--- config.mk ---
export PLATFORM = sky130hd
export DESIGN_NAME = alu_arbiter_flat
export DESIGN_NICKNAME = d
export VERILOG_FILES = /design/src/rtl/alu_arbiter_if.sv /design/src/rtl/alu_arbiter.sv /design/src/flat_wrapper.sv
export SDC_FILE = /design/constraint.sdc
export NUM_CORES = 1
export LEC_CHECK = 0
export ABC_AREA = 1
export CAP_MARGIN = 20
export CORE_AREA = 3 3 76 78
export DETAILED_ROUTE_END_ITERATION = 8
export DIE_AREA = 0 0 79 81
export PLACE_DENSITY = 0.69
export REMOVE_ABC_BUFFERS = 1
export SLEW_MARGIN = 20
export SYNTH_ARGS = -nofsm -noshare
export SYNTH_HDL_FRONTEND = slang
export SYNTH_SLANG_ARGS = --single-unit
--- constraint.sdc ---
create_clock -name clk_i -period 1.3 [get_ports clk_i]
set_clock_uncertainty 0.05 [all_clocks]
set_input_delay 0.195 -clock clk_i [delete_from_list [all_inputs] [get_ports clk_i]]
set_output_delay 0.195 -clock clk_i [all_outputs]
set_load 0.03 [all_outputs]
--- src/rtl/alu_arbiter_if.sv ---
// Handshake and ALU-side bundle for alu_arbiter.
// slave = arbiter side, master = client/ALU side.
interface alu_arbiter_if #(
  parameter int DATA_W = 8,
  parameter int OP_W   = 3
);
  logic              req0_valid_i;
  logic              req0_ready_o;
  logic [OP_W-1:0]   req0_op_i;
  logic [DATA_W-1:0] req0_a_i;
  logic [DATA_W-1:0] req0_b_i;
  logic              req1_valid_i;
  logic              req1_ready_o;
  logic [OP_W-1:0]   req1_op_i;
  logic [DATA_W-1:0] req1_a_i;
  logic [DATA_W-1:0] req1_b_i;
  logic              rsp0_valid_o;
  logic              rsp0_ready_i;
  logic [DATA_W-1:0] rsp0_result_o;
  logic              rsp0_err_o;
  logic              rsp1_valid_o;
  logic              rsp1_ready_i;
  logic [DATA_W-1:0] rsp1_result_o;
  logic              rsp1_err_o;
  logic [OP_W-1:0]   alu_ctrl_o;
  logic [DATA_W-1:0] alu_data0_o;
  logic [DATA_W-1:0] alu_data1_o;
  logic [DATA_W-1:0] alu_result_i;
  logic              busy_o;

  modport slave (
    input  req0_valid_i, req0_op_i, req0_a_i, req0_b_i,
    input  req1_valid_i, req1_op_i, req1_a_i, req1_b_i,
    input  rsp0_ready_i, rsp1_ready_i, alu_result_i,
    output req0_ready_o, req1_ready_o,
    output rsp0_valid_o, rsp0_result_o, rsp0_err_o,
    output rsp1_valid_o, rsp1_result_o, rsp1_err_o,
    output alu_ctrl_o, alu_data0_o, alu_data1_o, busy_o
  );

  modport master (
    output req0_valid_i, req0_op_i, req0_a_i, req0_b_i,
    output req1_valid_i, req1_op_i, req1_a_i, req1_b_i,
    output rsp0_ready_i, rsp1_ready_i, alu_result_i,
    input  req0_ready_o, req1_ready_o,
    input  rsp0_valid_o, rsp0_result_o, rsp0_err_o,
    input  rsp1_valid_o, rsp1_result_o, rsp1_err_o,
    input  alu_ctrl_o, alu_data0_o, alu_data1_o, busy_o
  );
endinterface

--- src/rtl/alu_arbiter.sv ---
// Round-robin sharing of one combinational ALU between two
// requesters, with registered issue and error flagging.
module alu_arbiter #(
  parameter int DATA_W       = 8,
  parameter int OP_W         = 3,
  parameter int ISSUE_CYCLES = 1
) (
  input logic          clk_i,
  input logic          rst_ni,
  alu_arbiter_if.slave bus
);
  localparam int CNT_W = (ISSUE_CYCLES > 1) ? $clog2(ISSUE_CYCLES + 1) : 1;
  localparam logic [OP_W-1:0] OP_DIV = OP_W'(3);
  localparam logic [OP_W-1:0] OP_MOD = OP_W'(4);

  typedef enum logic [1:0] {
    IDLE,
    EXEC,
    RESP
  } state_t;

  state_t            state_q, state_d;
  logic              prio_q, prio_d;
  logic              owner_q, owner_d;
  logic [CNT_W-1:0]  cnt_q, cnt_d;
  logic [OP_W-1:0]   ctrl_q, ctrl_d;
  logic [DATA_W-1:0] data0_q, data0_d;
  logic [DATA_W-1:0] data1_q, data1_d;
  logic [DATA_W-1:0] res_q, res_d;
  logic              err_q, err_d;
  logic              grant0, grant1;
  logic              rsp_done;
  logic              cap_err;
  logic              v0, v1;

  assign v0 = bus.req0_valid_i;
  assign v1 = bus.req1_valid_i;

  always_comb begin
    grant0 = 1'b0;
    grant1 = 1'b0;
    if (state_q == IDLE) begin
      unique case (1'b1)
        (v0 && !v1): grant0 = 1'b1;
        (!v0 && v1): grant1 = 1'b1;
        (v0 && v1): begin
          grant0 = ~prio_q;
          grant1 = prio_q;
        end
        default: ;
      endcase
    end
  end

  // Error is judged on the operands actually presented to the ALU.
  assign cap_err = (ctrl_q > OP_MOD) ||
                   (((ctrl_q == OP_DIV) || (ctrl_q == OP_MOD)) &&
                    (data1_q == '0));

  assign rsp_done = owner_q ? bus.rsp1_ready_i : bus.rsp0_ready_i;

  always_comb begin
    state_d = state_q;
    prio_d  = prio_q;
    owner_d = owner_q;
    cnt_d   = cnt_q;
    ctrl_d  = ctrl_q;
    data0_d = data0_q;
    data1_d = data1_q;
    res_d   = res_q;
    err_d   = err_q;
    case (state_q)
      IDLE: begin
        if (grant0 || grant1) begin
          ctrl_d  = grant1 ? bus.req1_op_i : bus.req0_op_i;
          data0_d = grant1 ? bus.req1_a_i  : bus.req0_a_i;
          data1_d = grant1 ? bus.req1_b_i  : bus.req0_b_i;
          owner_d = grant1;
          cnt_d   = CNT_W'(ISSUE_CYCLES - 1);
          state_d = EXEC;
        end
      end
      EXEC: begin
        if (cnt_q == '0) begin
          err_d   = cap_err;
          res_d   = cap_err ? '0 : bus.alu_result_i;
          state_d = RESP;
        end else begin
          cnt_d = cnt_q - 1'b1;
        end
      end
      RESP: begin
        if (rsp_done) begin
          prio_d  = ~owner_q;
          state_d = IDLE;
        end
      end
      default: state_d = IDLE;
    endcase
  end

  always_ff @(posedge clk_i or negedge rst_ni) begin
    if (!rst_ni) begin
      state_q <= IDLE;
      prio_q  <= 1'b0;
      owner_q <= 1'b0;
      cnt_q   <= '0;
      ctrl_q  <= '0;
      data0_q <= '0;
      data1_q <= '0;
      res_q   <= '0;
      err_q   <= 1'b0;
    end else begin
      state_q <= state_d;
      prio_q  <= prio_d;
      owner_q <= owner_d;
      cnt_q   <= cnt_d;
      ctrl_q  <= ctrl_d;
      data0_q <= data0_d;
      data1_q <= data1_d;
      res_q   <= res_d;
      err_q   <= err_d;
    end
  end

  assign bus.req0_ready_o  = grant0;
  assign bus.req1_ready_o  = grant1;
  assign bus.rsp0_valid_o  = (state_q == RESP) && !owner_q;
  assign bus.rsp1_valid_o  = (state_q == RESP) && owner_q;
  assign bus.rsp0_result_o = bus.rsp0_valid_o ? res_q : '0;
  assign bus.rsp1_result_o = bus.rsp1_valid_o ? res_q : '0;
  assign bus.rsp0_err_o    = bus.rsp0_valid_o && err_q;
  assign bus.rsp1_err_o    = bus.rsp1_valid_o && err_q;
  assign bus.alu_ctrl_o    = ctrl_q;
  assign bus.alu_data0_o   = data0_q;
  assign bus.alu_data1_o   = data1_q;
  assign bus.busy_o        = (state_q != IDLE);
endmodule

--- src/flat_wrapper.sv ---
// flat-port wrapper written by rule: the top's interface ports become plain ports
module alu_arbiter_flat 
#(
  parameter int DATA_W       = 8,
  parameter int OP_W         = 3,
  parameter int ISSUE_CYCLES = 1
)
  (clk_i, rst_ni, bus_req0_valid_i, bus_req0_op_i, bus_req0_a_i, bus_req0_b_i, bus_req1_valid_i, bus_req1_op_i, bus_req1_a_i, bus_req1_b_i, bus_rsp0_ready_i, bus_rsp1_ready_i, bus_alu_result_i, bus_req0_ready_o, bus_req1_ready_o, bus_rsp0_valid_o, bus_rsp0_result_o, bus_rsp0_err_o, bus_rsp1_valid_o, bus_rsp1_result_o, bus_rsp1_err_o, bus_alu_ctrl_o, bus_alu_data0_o, bus_alu_data1_o, bus_busy_o);
  alu_arbiter_if #(.DATA_W(DATA_W), .OP_W(OP_W)) bus_i ();
  input logic clk_i;
  input logic rst_ni;
  input wire logic [$bits(bus_i.req0_valid_i)-1:0] bus_req0_valid_i;
  input wire logic [$bits(bus_i.req0_op_i)-1:0] bus_req0_op_i;
  input wire logic [$bits(bus_i.req0_a_i)-1:0] bus_req0_a_i;
  input wire logic [$bits(bus_i.req0_b_i)-1:0] bus_req0_b_i;
  input wire logic [$bits(bus_i.req1_valid_i)-1:0] bus_req1_valid_i;
  input wire logic [$bits(bus_i.req1_op_i)-1:0] bus_req1_op_i;
  input wire logic [$bits(bus_i.req1_a_i)-1:0] bus_req1_a_i;
  input wire logic [$bits(bus_i.req1_b_i)-1:0] bus_req1_b_i;
  input wire logic [$bits(bus_i.rsp0_ready_i)-1:0] bus_rsp0_ready_i;
  input wire logic [$bits(bus_i.rsp1_ready_i)-1:0] bus_rsp1_ready_i;
  input wire logic [$bits(bus_i.alu_result_i)-1:0] bus_alu_result_i;
  output wire logic [$bits(bus_i.req0_ready_o)-1:0] bus_req0_ready_o;
  output wire logic [$bits(bus_i.req1_ready_o)-1:0] bus_req1_ready_o;
  output wire logic [$bits(bus_i.rsp0_valid_o)-1:0] bus_rsp0_valid_o;
  output wire logic [$bits(bus_i.rsp0_result_o)-1:0] bus_rsp0_result_o;
  output wire logic [$bits(bus_i.rsp0_err_o)-1:0] bus_rsp0_err_o;
  output wire logic [$bits(bus_i.rsp1_valid_o)-1:0] bus_rsp1_valid_o;
  output wire logic [$bits(bus_i.rsp1_result_o)-1:0] bus_rsp1_result_o;
  output wire logic [$bits(bus_i.rsp1_err_o)-1:0] bus_rsp1_err_o;
  output wire logic [$bits(bus_i.alu_ctrl_o)-1:0] bus_alu_ctrl_o;
  output wire logic [$bits(bus_i.alu_data0_o)-1:0] bus_alu_data0_o;
  output wire logic [$bits(bus_i.alu_data1_o)-1:0] bus_alu_data1_o;
  output wire logic [$bits(bus_i.busy_o)-1:0] bus_busy_o;
  assign bus_i.req0_valid_i = bus_req0_valid_i;
  assign bus_i.req0_op_i = bus_req0_op_i;
  assign bus_i.req0_a_i = bus_req0_a_i;
  assign bus_i.req0_b_i = bus_req0_b_i;
  assign bus_i.req1_valid_i = bus_req1_valid_i;
  assign bus_i.req1_op_i = bus_req1_op_i;
  assign bus_i.req1_a_i = bus_req1_a_i;
  assign bus_i.req1_b_i = bus_req1_b_i;
  assign bus_i.rsp0_ready_i = bus_rsp0_ready_i;
  assign bus_i.rsp1_ready_i = bus_rsp1_ready_i;
  assign bus_i.alu_result_i = bus_alu_result_i;
  assign bus_req0_ready_o = bus_i.req0_ready_o;
  assign bus_req1_ready_o = bus_i.req1_ready_o;
  assign bus_rsp0_valid_o = bus_i.rsp0_valid_o;
  assign bus_rsp0_result_o = bus_i.rsp0_result_o;
  assign bus_rsp0_err_o = bus_i.rsp0_err_o;
  assign bus_rsp1_valid_o = bus_i.rsp1_valid_o;
  assign bus_rsp1_result_o = bus_i.rsp1_result_o;
  assign bus_rsp1_err_o = bus_i.rsp1_err_o;
  assign bus_alu_ctrl_o = bus_i.alu_ctrl_o;
  assign bus_alu_data0_o = bus_i.alu_data0_o;
  assign bus_alu_data1_o = bus_i.alu_data1_o;
  assign bus_busy_o = bus_i.busy_o;
  alu_arbiter #(.DATA_W(DATA_W), .OP_W(OP_W), .ISSUE_CYCLES(ISSUE_CYCLES)) u_core (.clk_i(clk_i), .rst_ni(rst_ni), .bus(bus_i));
endmodule
==> metrics.txt <==
status finished, violations left; failing checks setup timing; maxcap violations 0; largest net degree at the start of global routing 33; DR WL/cell 12.8 µm; CTS Buffer Depth 2; Post-Route WL 5750 µm; Hold Vio Cnt, Final 0; static leakage 1.70 nW; initial core utilization 34.3%; Cell Pwr Density 2310 nW/µm²; die width approximately 80 µm; post-synthesis adder-cell area fraction 0%; setup_tns -10,540 ps; Final ANT Viol Nets 0; worst reg2reg path startpoint u_core.state_q[1]; fin nets between 400 and 500; post-synthesis mux area share 0%; vias per inst 4.58; placed insts 426; R2R Path End u_core.bus.alu_data1_o[0]; via count between 2k and 2.5k; drt first-iter violations 90; setup ws final -345 ps; CP startpoint kind flop; worst reg2reg setup slack -240 ps; CTS tree yes; row count 26; CP endpoint kind output pin; RSZ-0062 raised after global routing true; DPL Wire Length ~4000 µm; total gr overflow 0; Num CTS Buffers 5; post-synthesis instance total between 200 and 250; ant diodes 0; clk root buf clkbuf_8; area grow syn2layout 89.4%; Clock transition at path regs 60 ps; initial antenna violation count 0; Arr. time, crit path 1400 ps; Final setup viols 44; fmax 608 MHz; yosys warns 0; Crit Path Max Fanout 9; R2R depth 10; # DRC 0; final std cells w/o fill 449; I/O pin cnt 94; post-synthesis compound-gate area fraction 3.33%; Port Buf Inserts 93; post-synthesis cell type count 19; VDD IR max 1.39 mV; Post-Synth Simple-Gate Area 42.9%; htree depth 2; slew margin rel. 80.1%; Synth Area in XOR/XNOR 0%; Final Max Tran Viols 0; worst-skew pair later-pin latency 280 ps; die height 81 µm; RePlAce Congestion 0.767; first-pass GRT wire length 8920 µm; Core Area 5140 µm²; critical path type reg -> out; fraction of layout cells with a size suffix above 1 39.3%; Worst Max-Slew Pin Slew 299 ps; Hold WC Path Type in -> async; final period demand of the worst path 1640 ps; mean post-synth cell area 7.12 µm²; most frequent cells in the layout 82 x nand2_1, 50 x clkdlybuf4s50_1, 47 x buf_4, 36 x nand2_2, 31 x dfrtp_1; aggregate global-route resource usage 17.6%; Seq/Total Area, Yosys between 40% and 50%; CTS Sinks 32; combinational family with the most area after synthesis simple AND/OR/NAND/NOR gates; final worst-path cycle share 127%; vias in the first global route 1,951; die footprint 6400 µm²; required time of the critical path 1050 ps; area of the mapped netlist 1770 µm²; DRT Pass-1 Iters 4; commonest non-fill, non-tap cell in the layout nand2_1; number of synthesized register bits 32
## state kept, by name, summed over array words and instances (netlist names)
register / flops
u_core.bus.alu_data1_o: 8
u_core.err_q: 1
u_core.owner_q: 1
u_core.prio_q: 1
u_core.state_q: 2
u_core.bus.alu_data0_o: 8
u_core.res_q: 8
u_core.bus.alu_ctrl_o: 3
## cells in the mapped netlist (all sizes together)
cell      n  area (µm²)
o21ai     3        18.8
o21a      1        7.51
a21o      1        7.51
clkbuf    1        3.75
a21oi     5        25.0
buf      11        77.6
nand4    19         119
nand2   120         453
inv      18        67.6
dfrtp    32         801
nor2     28         135
nand3     9        50.1
## area by class of cell
class | instances | area, µm²
clock buffers | 5 | 68.8
fillers | 466 | 1800
inverters | 18 | 75.1
multi-input cells | 188 | 1000
flip-flops and latches | 32 | 802
well taps | 70 | 87.6
repair buffers | 136 | 1310
## report_power, final
group          leakage [nW]  switching [W]  internal, W
clock network        0.0359       0.000325     0.000344
logic                  1.27        0.00294      0.00231
registers             0.395       0.000317      0.00148
## how the worst max path moves through the flow
stage | startpoint | slack (ps) | cells after the start | end
after floorplan | u_core.state_q[0] | -400 | 4 | u_core.owner_q
after global placement | bus_req0_valid_i | -230 | 8 | u_core.bus.alu_ctrl_o[1]
after detailed placement | bus_req0_valid_i | -260 | 8 | u_core.bus.alu_ctrl_o[1]
after CTS | u_core.state_q[1] | -360 | 7 | bus_rsp0_result_o[3]
after global routing | u_core.state_q[0] | -430 | 6 | bus_rsp1_err_o
final | u_core.state_q[0] | -340 | 6 | bus_rsp0_result_o[0]
## critical path, stage by stage, from the launching register on
cell,delay [ps]
dfrtp_2,440
nor2_4,130
inv_2,70
nor2_4,120
inv_4,80
nor2_1,110
buf_4,170
## per-layer routing
| metal | vias up | GRT usage [%] | share of wire, % |
|---|---|---|---|
| met1 | 936 | 20.8 | 41 |
| met2 | 73 | 30.9 | 50 |
| met5 | - | 0 | 0 |
| met4 | 0 | 4.30 | 1.2 |
| met3 | 7 | 5.99 | 7.9 |
| li1 | 1040 | - | - |
## repair_timing
action | 4_1_cts | 5_1_grt
hold buffers | 0 | 0
gates cloned | 2 | 3
pin swaps | 2 | 23
setup endpoints to repair | 48 | 56
gates resized for setup | 34 | 78
buffers inserted | 5 | 11
## cell families (layout without fill, tap and decap cells)
logic type             count (synthesis)  count (layout)
buffers and inverters                 30             159
AOI/OAI and AO/OA                     10              10
DFF                                   32              32
and+or+nand+nor                      176             178
## stage by stage
stage | utilization (%) | hold slack (ps) | setup slack [ps] | instance area, µm² | total power (W)
after global routing | 65.0 | 252 | -429 | 3340 | 0.00829
after CTS | 59.3 | 248 | -359 | 3050 | 0.00708
after global placement | 55.5 | 413 | -233 | 2850 | 0.00596
after detailed placement | 55.5 | 415 | -261 | 2850 | 0.00601
final | 65.0 | 238 | -345 | 3340 | 0.00773
after floorplan | - | -151 | -395 | 1680 | 0.00409
Note: power is estimated with default switching activity, not from simulation.
